File: config.mk
export PLATFORM = sky130hd
export DESIGN_NAME = uart_tx_fifo
export DESIGN_NICKNAME = d
export VERILOG_FILES = /design/src/rtl/uart_tx_fifo.sv
export SDC_FILE = /design/constraint.sdc
export NUM_CORES = 1
export LEC_CHECK = 0
export BUFFER_PORTS_ARGS = -buffer_cell sky130_fd_sc_hd__clkbuf_2
export CAP_MARGIN = 0
export CORE_ASPECT_RATIO = 1.2
export CORE_UTILIZATION = 50
export DETAILED_ROUTE_END_ITERATION = 6
export GPL_TIMING_DRIVEN = 0
export PLACE_DENSITY = 0.67
export RECOVER_POWER = 50
export SLEW_MARGIN = 20
export SYNTH_ARGS = -nofsm -noshare
export SYNTH_HDL_FRONTEND = slang
export SYNTH_SLANG_ARGS = --single-unit
export TNS_END_PERCENT = 20
File: constraint.sdc
create_clock -name clk -period 3.55 [get_ports clk]
set_clock_uncertainty 0.05 [all_clocks]
set_input_delay 0.71 -clock clk [delete_from_list [all_inputs] [get_ports clk]]
set_output_delay 0.71 -clock clk [all_outputs]
set_load 0.05 [all_outputs]
File: src/rtl/uart_tx_fifo.sv
// UART transmitter with a small transmit FIFO in front of a start/data/parity/stop framer.
// tx, busy and done are registered, so the line lags the framer state by one cycle.
module uart_tx_fifo #(
  parameter int unsigned CLKS_PER_BIT = 1250,
  parameter int unsigned DATA_BITS    = 8,
  parameter int unsigned PARITY       = 0,
  parameter int unsigned STOP_BITS    = 1,
  parameter int unsigned FIFO_DEPTH   = 4
) (
  input  logic                 clk,
  input  logic                 reset,
  input  logic                 data_valid,
  input  logic [DATA_BITS-1:0] data,
  output logic                 ready,
  output logic                 tx,
  output logic                 busy,
  output logic                 done
);

  localparam int unsigned CntW = $clog2(CLKS_PER_BIT);
  localparam int unsigned PtrW = $clog2(FIFO_DEPTH);
  localparam logic [CntW-1:0] CntMax   = CntW'(CLKS_PER_BIT - 1);
  localparam logic [PtrW:0]   Depth    = (PtrW + 1)'(FIFO_DEPTH);
  localparam logic [3:0]      DataLast = 4'(DATA_BITS - 1);
  localparam logic [3:0]      StopLast = 4'(STOP_BITS - 1);

  typedef enum logic [2:0] {
    StIdle   = 3'd0,
    StStart  = 3'd1,
    StData   = 3'd2,
    StParity = 3'd3,
    StStop   = 3'd4
  } state_e;

  logic [DATA_BITS-1:0] mem_q [FIFO_DEPTH];
  logic [PtrW-1:0]      wr_ptr_q, rd_ptr_q;
  logic [PtrW:0]        count_q, count_d;
  state_e               state_q, state_d;
  logic [CntW-1:0]      bit_cnt_q, bit_cnt_d;
  logic [3:0]           idx_q, idx_d;
  logic [DATA_BITS-1:0] shift_q, shift_d;
  logic                 parity_q, parity_d;
  logic                 tx_q, tx_d;
  logic                 busy_q, busy_d;
  logic                 frame_end_q, frame_end_d;
  logic                 done_q;
  logic                 push, pop, fifo_empty, bit_end;

  assign ready      = count_q < Depth;
  assign push       = data_valid && ready && !reset;
  assign fifo_empty = (count_q == '0);
  assign bit_end    = (bit_cnt_q == CntMax);

  assign tx   = tx_q;
  assign busy = busy_q;
  assign done = done_q;

  always_ff @(posedge clk) begin
    if (reset) begin
      state_q     <= StIdle;
      bit_cnt_q   <= '0;
      idx_q       <= '0;
      shift_q     <= '0;
      parity_q    <= 1'b0;
      wr_ptr_q    <= '0;
      rd_ptr_q    <= '0;
      count_q     <= '0;
      tx_q        <= 1'b1;
      busy_q      <= 1'b0;
      frame_end_q <= 1'b0;
      done_q      <= 1'b0;
    end else begin
      state_q     <= state_d;
      bit_cnt_q   <= bit_cnt_d;
      idx_q       <= idx_d;
      shift_q     <= shift_d;
      parity_q    <= parity_d;
      count_q     <= count_d;
      tx_q        <= tx_d;
      busy_q      <= busy_d;
      frame_end_q <= frame_end_d;
      done_q      <= frame_end_q;
      if (push) wr_ptr_q <= wr_ptr_q + 1'b1;
      if (pop)  rd_ptr_q <= rd_ptr_q + 1'b1;
    end
  end

  always_ff @(posedge clk) begin
    if (push) mem_q[wr_ptr_q] <= data;
  end

  always_comb begin
    state_d     = state_q;
    bit_cnt_d   = bit_end ? '0 : bit_cnt_q + 1'b1;
    idx_d       = idx_q;
    shift_d     = shift_q;
    parity_d    = parity_q;
    pop         = 1'b0;
    frame_end_d = 1'b0;
    case (state_q)
      StIdle: begin
        bit_cnt_d = '0;
        if (!fifo_empty) begin
          pop     = 1'b1;
          state_d = StStart;
        end
      end
      StStart: begin
        if (bit_end) begin
          state_d = StData;
          idx_d   = '0;
        end
      end
      StData: begin
        if (bit_end) begin
          shift_d = shift_q >> 1;
          if (idx_q == DataLast) begin
            idx_d   = '0;
            state_d = (PARITY != 0) ? StParity : StStop;
          end else begin
            idx_d = idx_q + 4'd1;
          end
        end
      end
      StParity: begin
        if (bit_end) state_d = StStop;
      end
      StStop: begin
        if (bit_end) begin
          if (idx_q == StopLast) begin
            frame_end_d = 1'b1;
            idx_d       = '0;
            // Chain straight into the next frame when a word is waiting.
            if (!fifo_empty) begin
              pop     = 1'b1;
              state_d = StStart;
            end else begin
              state_d = StIdle;
            end
          end else begin
            idx_d = idx_q + 4'd1;
          end
        end
      end
      default: begin
        state_d   = StIdle;
        bit_cnt_d = '0;
        idx_d     = '0;
      end
    endcase
    if (pop) begin
      shift_d  = mem_q[rd_ptr_q];
      parity_d = (^mem_q[rd_ptr_q]) ^ (PARITY == 2);
    end
    unique case ({push, pop})
      2'b10:   count_d = count_q + 1'b1;
      2'b01:   count_d = count_q - 1'b1;
      default: count_d = count_q;
    endcase
  end

  always_comb begin
    busy_d = (state_q != StIdle) || !fifo_empty;
    case (state_q)
      StIdle:   tx_d = 1'b1;
      StStart:  tx_d = 1'b0;
      StData:   tx_d = shift_q[0];
      StParity: tx_d = parity_q;
      StStop:   tx_d = 1'b1;
      default:  tx_d = 1'b1;
    endcase
  end

endmodule

## Word-level counts from Yosys, hierarchy flattened

Memory sizes are Yosys's and may differ from the RTL's. A register that Yosys moved wholly into a read port is not among the register bits.
Index checks and enable logic that the tools add are counted.

| word-level totals | value |
|---|---|
| register bits after elaboration | 38 |
| RAM bits | 32 |
| input port bits | 11 |
| output and inout bits | 4 |
| logic and storage cells | 88 |
| memories kept | 1 |

| operators by class | value |
|---|---|
| add/sub/neg operators | 6 |
| order comparisons | 1 |
| equality and inequality tests | 15 |
| multiplexer cells | 29 |
| bitwise gates (word level) | 4 |
| reductions and logical operators | 20 |

Memories:

| memory | depth | bits a word | rd ports | clocked after memory_dff | write ports | RTL line | text |
|---|---|---|---|---|---|---|---|
| mem_q | 4 | 8 | 1 | 1 | 1 | 35 | `logic [DATA_BITS-1:0] mem_q [FIFO_DEPTH];` |

Operators with widths:

| operator | count |
|---|---|
| 2-to-1 mux 8 bit | 3 |
| 2-to-1 mux 3 bit | 7 |
| 2-to-1 mux 4 bit | 5 |
| case mux 4 bit (4 select lines) | 1 |
| case mux 3 bit (5 select lines) | 1 |
| != test 2 bit (second input constant) | 7 |
| adder 11 x 1 -> 11 bit (second input constant) | 1 |
| equality test 11 bit (second input constant) | 1 |
| parity 8 bit | 1 |
| 2-to-1 mux 1 bit | 7 |
| AND reduction 7 bit | 1 |
| equality test 3 x 2 -> 1 bit (second input constant) | 2 |
| logical NOT 3 bit | 2 |
| case mux 3 bit (2 select lines) | 1 |
| nonzero test 2 bit | 3 |
| OR reduction 3 bit | 2 |
| adder 2 x 1 -> 2 bit (second input constant) | 2 |
| adder 4 x 1 -> 4 bit (second input constant) | 1 |
| equality test 4 x 3 -> 1 bit (second input constant) | 1 |
| logical NOT 4 bit | 1 |
| 2-to-1 mux 2 bit | 2 |
| inverter 1 bit | 4 |
| AND reduction 4 bit | 1 |
| OR reduction 4 bit | 1 |
| 15 further kinds | 17 |

## Longest topological paths before layout

Gate-level depths: netlist of the first run.

| logic depth | value |
|---|---|
| word-level depth | 7 |
| depth in mapped cells | 13 |
| mapped depth without buffers | 12 |

## Worst setup path before layout of the first run

OpenSTA, ideal clock, no wires.

| path | value |
|---|---|
| path kind | register -> register |
| start | register bit_cnt_q[0] |
| end | register count_q[2] |
| setup time | 0.071 ns |
| arrival time | 2.462 ns |
| required time | 3.429 ns |
| setup slack | 0.968 ns |
| stages on the path, launching flop included | 13 |
| path buffers | 1 |
| clock period less this slack | 2.582 ns |
| cell sequence | dfxtp_1 -> ha_1 -> nor4b_4 -> nand3_2 -> buf_6 -> o21a_1 -> nor2_1 -> ha_1 -> inv_1 -> fa_1 -> xor2_1 -> or3_1 -> a21oi_1 |

| on the way | value |
|---|---|
| cells in the longest elaborated chain, start to end | 5 |
| elaborated cells on any way between the ends | 7 |
| classes of those cells | eq/ne: 3; mux: 3; reduce/logical: 1 |

RTL lines:

| what | RTL line | text |
|---|---|---|
| start: declaration | 39 | `logic [CntW-1:0] bit_cnt_q, bit_cnt_d;` |
| start signal: assignment | 74 | `bit_cnt_q <= bit_cnt_d;` |
| equality test 11 bit (*) | 52 | `assign bit_end = (bit_cnt_q == CntMax);` |
| 2-to-1 mux 1 bit (*) | 129 | `if (bit_end) begin` |
| case mux 1 bit (2 select lines) (*) | 100 | `case (state_q)` |
| equality test 2 x 1 -> 1 bit / equality test 2 bit (equally long branches) | 155 | `unique case ({push, pop})` |
| case mux 3 bit (2 select lines) / nonzero test 2 bit (equally long branches) | n/a |  |
| end signal: assignment | 78 | `count_q <= count_d;` |
| end: declaration | 37 | `logic [PtrW:0] count_q, count_d;` |

Every way passes the cells marked *; elsewhere a longest branch is shown, timed or not.
A chain may end at the register's enable or synchronous reset.

## Final worst setup path of the first run

Ends and elaborated chain as after synthesis.

==> impl_metrics.csv, run 1 <==
group,metric,value,unit
clock_tree,postCtsSetupBuffers,0,
worst_setup_path,crit_chain,"ha_1 -> nor4b_1 -> nand3_2 -> buf_6 -> o21a_1 -> nor2_1 -> ha_1 -> inv_1 -> fa_1 -> xor2_1 -> or3_1 -> a21oi_1",
global_route,grt_max_degree,15,
floorplanning,ios,15,
logic_synthesis,syn_nets,292,
route,viasPerCell,5.38,
place,dpl_cell_area,3320,um2
logic_synthesis,yosysSeqAreaShare,0.560,
clock_tree,cts_tree,"built",
logic_synthesis,synth_area_leaders,"edfxtp_1 31%, dfxtp_1 25%, mux4_2 5.7%, xnor2_1 3.6%, ha_1 3.6%",
logic_synthesis,syn_area,3150,um2
final_layout,area_growth,10.9,%
global_route,grt_overflow,0,
logic_synthesis,synth-main-ff-cell,"dfxtp_1",
clock_tree,cts_root_buf,"clkbuf_8",
floorplanning,die_area,6620,um2
floorplanning,die_w,74.4,um
pwr,power_leakage,1.11,nW
worst_setup_path,slowest_delay,410,ps
worst_setup_path,r2r_start,"bit_cnt_q[0]",
route,postRouteAntennaNets,0,
pwr,powerDensity,678,nW/um2
final_layout,layout.nets,317,
final_layout,final_common_cell,"dfxtp_1",
global_route,grt_pass1_wl,8.87,mm
job,max_cap_violations,0,
final_layout,multi_input_area,1250,um2
floorplanning,fp.coreArea,6050,um2
timing,setup_viol,0,
timing,final_max_slew_viol_count,0,
timing,final-hold-violation-count,0,
worst_setup_path,cp_num_cells,12,
logic_synthesis,postSynthAreaPerCell,11.6,um2
worst_setup_path,cpMaxStageDelayCell,"dfxtp_1",
logic_synthesis,synth_edf_count,32,
floorplanning,start_util,0.520,
timing,slew-limit-headroom,0.455,
logic_synthesis,synth_cells,271,
worst_setup_path,critPathLaunch,"bit_cnt_q[0]",
worst_setup_path,cp_top_family,"simple AND/OR/NAND/NOR gates",
final_layout,n_antenna_cell,0,
worst_setup_path,critPathArrivalTime,3230,ps
worst_setup_path,cp_num_buf_inv,2,
worst_setup_path,worstRegToRegCells,12,
logic_synthesis,ys_types,42,
route,vias,2062,
worst_setup_path,path_common_cell,"ha_1",
clock_tree,cts_made_buffers,9,
clock_tree,clock_latency,340,ps
global_route,antenna_found_initial,0,
worst_setup_path,rrSetupSlack,540,ps
route,post-route-drc-count,0,
pwr,ir_drop,369,uV
place,place_congestion,0.824,
clock_tree,cts_resized,0,
final_layout,drive_above_1_share,0.103,
timing,rsz0062_at_grt,"false",
clock_tree,cts_hold_buf,0,
final_layout,design_area,3490,um2
final_layout,fillers,553,
clock_tree,max-clock-path-buffers,2,
worst_setup_path,crit_type,"reg2reg",
worst_hold_path,hold_class,"reg2reg",
place,dp_hpwl,3.69,mm
timing,fin_crit_sh,0.847,
timing,setup_tns,0,ps
logic_synthesis,synth_top_area_cell,"edfxtp_1",
logic_synthesis,ys_seq_elements,72,
logic_synthesis,yosys_warnings,0,
worst_setup_path,worstPathRequired,3770,ps
timing,period_needed,3010,ps
worst_setup_path,crit_end,"count_q[2]",
route,routed_wl,5.37,mm
worst_setup_path,critPathCaptureType,"register",
place,numPortBuffers,14,
worst_setup_path,reg2reg_to,"count_q[2]",
timing,fmax,333,MHz
place,dp.cells,367,
route,wl_per_cell,14.0,um
global_route,grt_pass1_vias,1970,
worst_setup_path,start_kind,"register",
final_layout,regArea,1760,um2
clock_tree,cts.sink_count,72,
floorplanning,fp.dieH,88.9,um
worst_setup_path,crit_fanout,10,
clock_tree,cts_htree_levels,3,
clock_tree,clk_pin_slew_worst_paths,80,ps
status,status,"completed",
final_layout,fin_cells,383,
floorplanning,fp-row-count,31,
route,drt_iter0_markers,106,
route,drtPass1Iterations,4,
logic_synthesis,async_reset_ff_frac,0,
final_layout,layout_common_cells,"40 x dfxtp_1, 32 x edfxtp_1, 25 x nor2_1, 23 x clkbuf_1, 20 x a21oi_1",
timing,timing_worst_slew_pin_value,811,ps
global_route,grt_use_total,0.182,
logic_synthesis,synth_top_area_frac,0.305,
==> worst register-to-register path: stages, from the launching register on <==
cell     delay [ps]
dfxtp_1         410
ha_1            180
nor4b_1         390
nand3_2         150
buf_6           170
o21a_1          210
nor2_1          150
ha_1            210
inv_1            60
fa_1            370
xor2_1          160
or3_1           300
a21oi_1         130
==> report_power, final <==
part / internal, mW / total (mW) / switching, mW
registers: 0.973 / 1.03 / 0.0561
logic: 0.292 / 0.683 / 0.391
clock network: 0.331 / 0.654 / 0.323
==> layout make-up <==
| type | count | area share |
|---|---|---|
| buffer | 15 | 0.0201 |
| clock buffer | 9 | 0.0355 |
| clock inverter | 7 | 0.0226 |
| inverter | 13 | 0.0140 |
| multi-input combinational | 171 | 0.358 |
| sequential | 72 | 0.505 |
| tap | 82 | 0.0294 |
| timing repair buffer | 14 | 0.0154 |
==> through the flow <==
step | hold WS, ps | util | power (mW) | setup slack, ps
2_1_floorplan | 364 | - | 1.59 | 968
3_3_place_gp | 372 | 0.549 | 1.73 | 777
3_5_place_dp | 399 | 0.549 | 1.74 | 725
4_1_cts | 411 | 0.582 | 2.39 | 695
5_1_grt | 422 | 0.577 | 2.50 | 258
6_report | 407 | 0.577 | 2.37 | 542
==> synth_stat cells, types with 2 or more instances <==
cell,number
nand2_1,10
edfxtp_1,32
nor2_1,25
and3_1,2
o21ai_0,6
nor3b_1,2
a31oi_1,2
a32oi_1,8
buf_2,2
clkbuf_1,9
o31ai_1,2
a211oi_1,2
nand2b_1,4
xor2_1,8
xnor2_1,13
o21a_1,2
nand3_1,9
o211ai_1,8
ha_1,9
nor3_1,6
buf_1,2
dfxtp_1,40
nor4b_1,2
and2_1,5
mux4_2,8
nor2b_1,4
a21oi_1,20
inv_1,13
or3_1,3
==> layer usage <==
layer / vias to the layer above / part of all wire / global-route usage
li1: 1036 / - / -
met1: 990 / 0.47 / 0.225
met2: 26 / 0.48 / 0.305
met3: 10 / 0.021 / 0.0304
met4: 0 / 0.021 / 0.0978
met5: - / 0 / 0
==> logic make-up (layout without fill, tap and decap cells) <==
logic type	after synthesis	in the layout	share of synthesized area
mux	10	10	0.0640
buf+inv	28	58	0.0378
xor+xnor	21	21	0.0585
compound gates	54	54	0.111
fa+ha+maj	10	10	0.0421
flops	72	72	0.560
simple gates	76	76	0.127
==> how the worst min path moves through the flow <==
| stage | from | to | slack (ps) | cells after the start |
|---|---|---|---|---|
| finish | frame_end_q | done | 410 | 1 |
| global route | frame_end_q | done | 420 | 1 |
| CTS | frame_end_q | done | 410 | 1 |
| detailed placement | frame_end_q | done | 400 | 1 |
| global placement | frame_end_q | done | 370 | 1 |
| floorplan | frame_end_q | done | 360 | 1 |
==> registers in the layout (all words and copies together) (netlist names), named ones only <==
register	cells
mem_q	32
bit_cnt_q	11
shift_q	8
idx_q	4
count_q	3
state_q	3
rd_ptr_q	2
wr_ptr_q	2
busy	1
done	1
frame_end_q	1
parity_q	1
tx	1
No activity file was read; power rests on OpenSTA's default activity.
==> inputs of run 2 (changes only) <==
- clock period: 3.55 -> 2.9 ns (I/O delays scaled with it)
==> impl_metrics.csv, run 2 (synthesis results as in run 1) <==
group,metric,value,unit
timing,final-hold-violation-count,0,
pwr,finalPower,2.93,mW
pwr,powerDensity,831,nW/um2
floorplanning,start_util,0.520,
final_layout,layout_common_cells,"38 x dfxtp_1, 32 x edfxtp_1, 24 x nor2_1, 23 x clkbuf_1, 20 x a21oi_1",
worst_setup_path,cp_top_family,"simple AND/OR/NAND/NOR gates",
worst_hold_path,hold_class,"reg2reg",
clock_tree,cts_htree_levels,3,
worst_setup_path,cp_num_buf_inv,2,
worst_setup_path,critPathArrivalTime,2910,ps
final_layout,n_antenna_cell,0,
place,dp_hpwl,3.69,mm
route,viasPerCell,5.42,
final_layout,fin_cells,384,
pwr,ir_drop,452,uV
route,top_layer,"met4",
global_route,grt_max_degree,15,
final_layout,design_area,3520,um2
route,routed_wl,5.39,mm
floorplanning,die_area,6620,um2
timing,final_max_slew_viol_count,0,
worst_setup_path,crit_type,"reg2reg",
job,max_cap_violations,0,
floorplanning,ios,15,
route,wirelength_met1,2.51,mm
place,numPortBuffers,14,
timing,rsz0062_at_grt,"false",
global_route,antenna_found_initial,0,
worst_setup_path,critPathCaptureType,"register",
final_layout,final_common_cell,"dfxtp_1",
clock_tree,max-clock-path-buffers,2,
pwr,power_leakage,1.12,nW
worst_setup_path,cpMaxStageDelayCell,"dfxtp_2",
route,dr_wl_met3,144,um
worst_setup_path,worstPathRequired,3120,ps
place,dp.cells,367,
route,post-route-drc-count,0,
worst_setup_path,crit_chain,"ha_1 -> nor4b_4 -> nand3_2 -> buf_6 -> o21a_1 -> nor2_2 -> ha_2 -> inv_1 -> fa_1 -> xor2_1 -> or3_1 -> a21oi_1",
final_layout,largest_reg_flops,32,
clock_tree,clock_latency,340,ps
floorplanning,fp.dieH,88.9,um
clock_tree,cts_root_buf,"clkbuf_8",
global_route,grt_pass1_wl,8.87,mm
timing,setup_tns,0,ps
worst_setup_path,start_kind,"register",
place,dpl_cell_area,3320,um2
final_layout,layout.nets,318,
clock_tree,cts.sink_count,72,
timing,fmax,372,MHz
route,drt_iter0_markers,119,
final_layout,final_util,0.582,
global_route,grt_overflow,0,
clock_tree,cts_made_buffers,9,
final_layout,fillers,551,
place,place_congestion,0.824,
global_route,grt_pass1_vias,1970,
floorplanning,fp.coreArea,6050,um2
clock_tree,cts_hold_buf,0,
final_layout,top_register,"mem_q",
final_layout,drive_above_1_share,0.123,
route,dr_wl_met2,2.62,mm
timing,fin_crit_sh,0.926,
timing,timing_worst_slew_pin_value,794,ps
timing,slew-limit-headroom,0.467,
clock_tree,cts_tree,"built",
final_layout,top_regs,"mem_q (32), bit_cnt_q (11), shift_q (8)",
route,wl_per_cell,14.0,um
timing,period_needed,2690,ps
status,status,"completed",
worst_setup_path,crit_fanout,10,
route,drtPass1Iterations,4,
floorplanning,fp-row-count,31,
route,vias,2081,
final_layout,area_growth,11.9,%
worst_setup_path,slowest_delay,370,ps
route,postRouteAntennaNets,0,
floorplanning,die_w,74.4,um
global_route,grt_use_total,0.182,
clock_tree,clk_pin_slew_worst_paths,80,ps
timing,setup_viol,0,
run 2: cell count changes in the layout (fill, tap and decap cells not counted), sizes merged:
cell,previous run,this run
buf,5,6
run 2: metrics by stage:
step	worst slack (ps)	hold WS [ps]
after floorplan	318	364
final	214	407
after global routing	4.74	422
after global placement	127	372
after detailed placement	74.9	399
after CTS	45.1	391
run 2: final cells by class:
class | count | area (um2) | area share
Sequential cell | 72 | 1760 | 0.501
Multi-Input combinational cell | 171 | 1270 | 0.361
Clock buffer | 9 | 124 | 0.0352
Tap cell | 82 | 103 | 0.0291
Clock inverter | 7 | 78.8 | 0.0224
Buffer | 15 | 70.1 | 0.0199
Timing Repair Buffer | 15 | 61.3 | 0.0174
Inverter | 13 | 48.8 | 0.0139
run 2: power breakdown:
group | leakage (nW) | total [mW] | internal (mW) | switching (mW)
Sequential | 0.617 | 1.26 | 1.19 | 0.0688
Combinational | 0.410 | 0.864 | 0.378 | 0.486
Clock | 0.0929 | 0.801 | 0.406 | 0.395
Total | 1.12 | 2.93 | 1.98 | 0.950
run 2: what timing repair did:
action                     4_1_cts  5_1_grt
setup endpoints to repair        0        1
buffers inserted                 0        1
resized for setup                0        4
run 2: worst paths after layout:
kind | from | to | slack (ps) | depth (start not counted)
min | frame_end_q | done | 410 | 1
min reg2reg | frame_end_q | done | 410 | 1
max | bit_cnt_q[0] | count_q[2] | 210 | 12
max reg2reg | bit_cnt_q[0] | count_q[2] | 210 | 12
run 2: layer usage:
layer / vias up / GRT usage
li1: 1039 / -
met1: 998 / 0.225
met2: 34 / 0.305
met3: 10 / 0.0304
met4: 0 / 0.0978
met5: - / 0
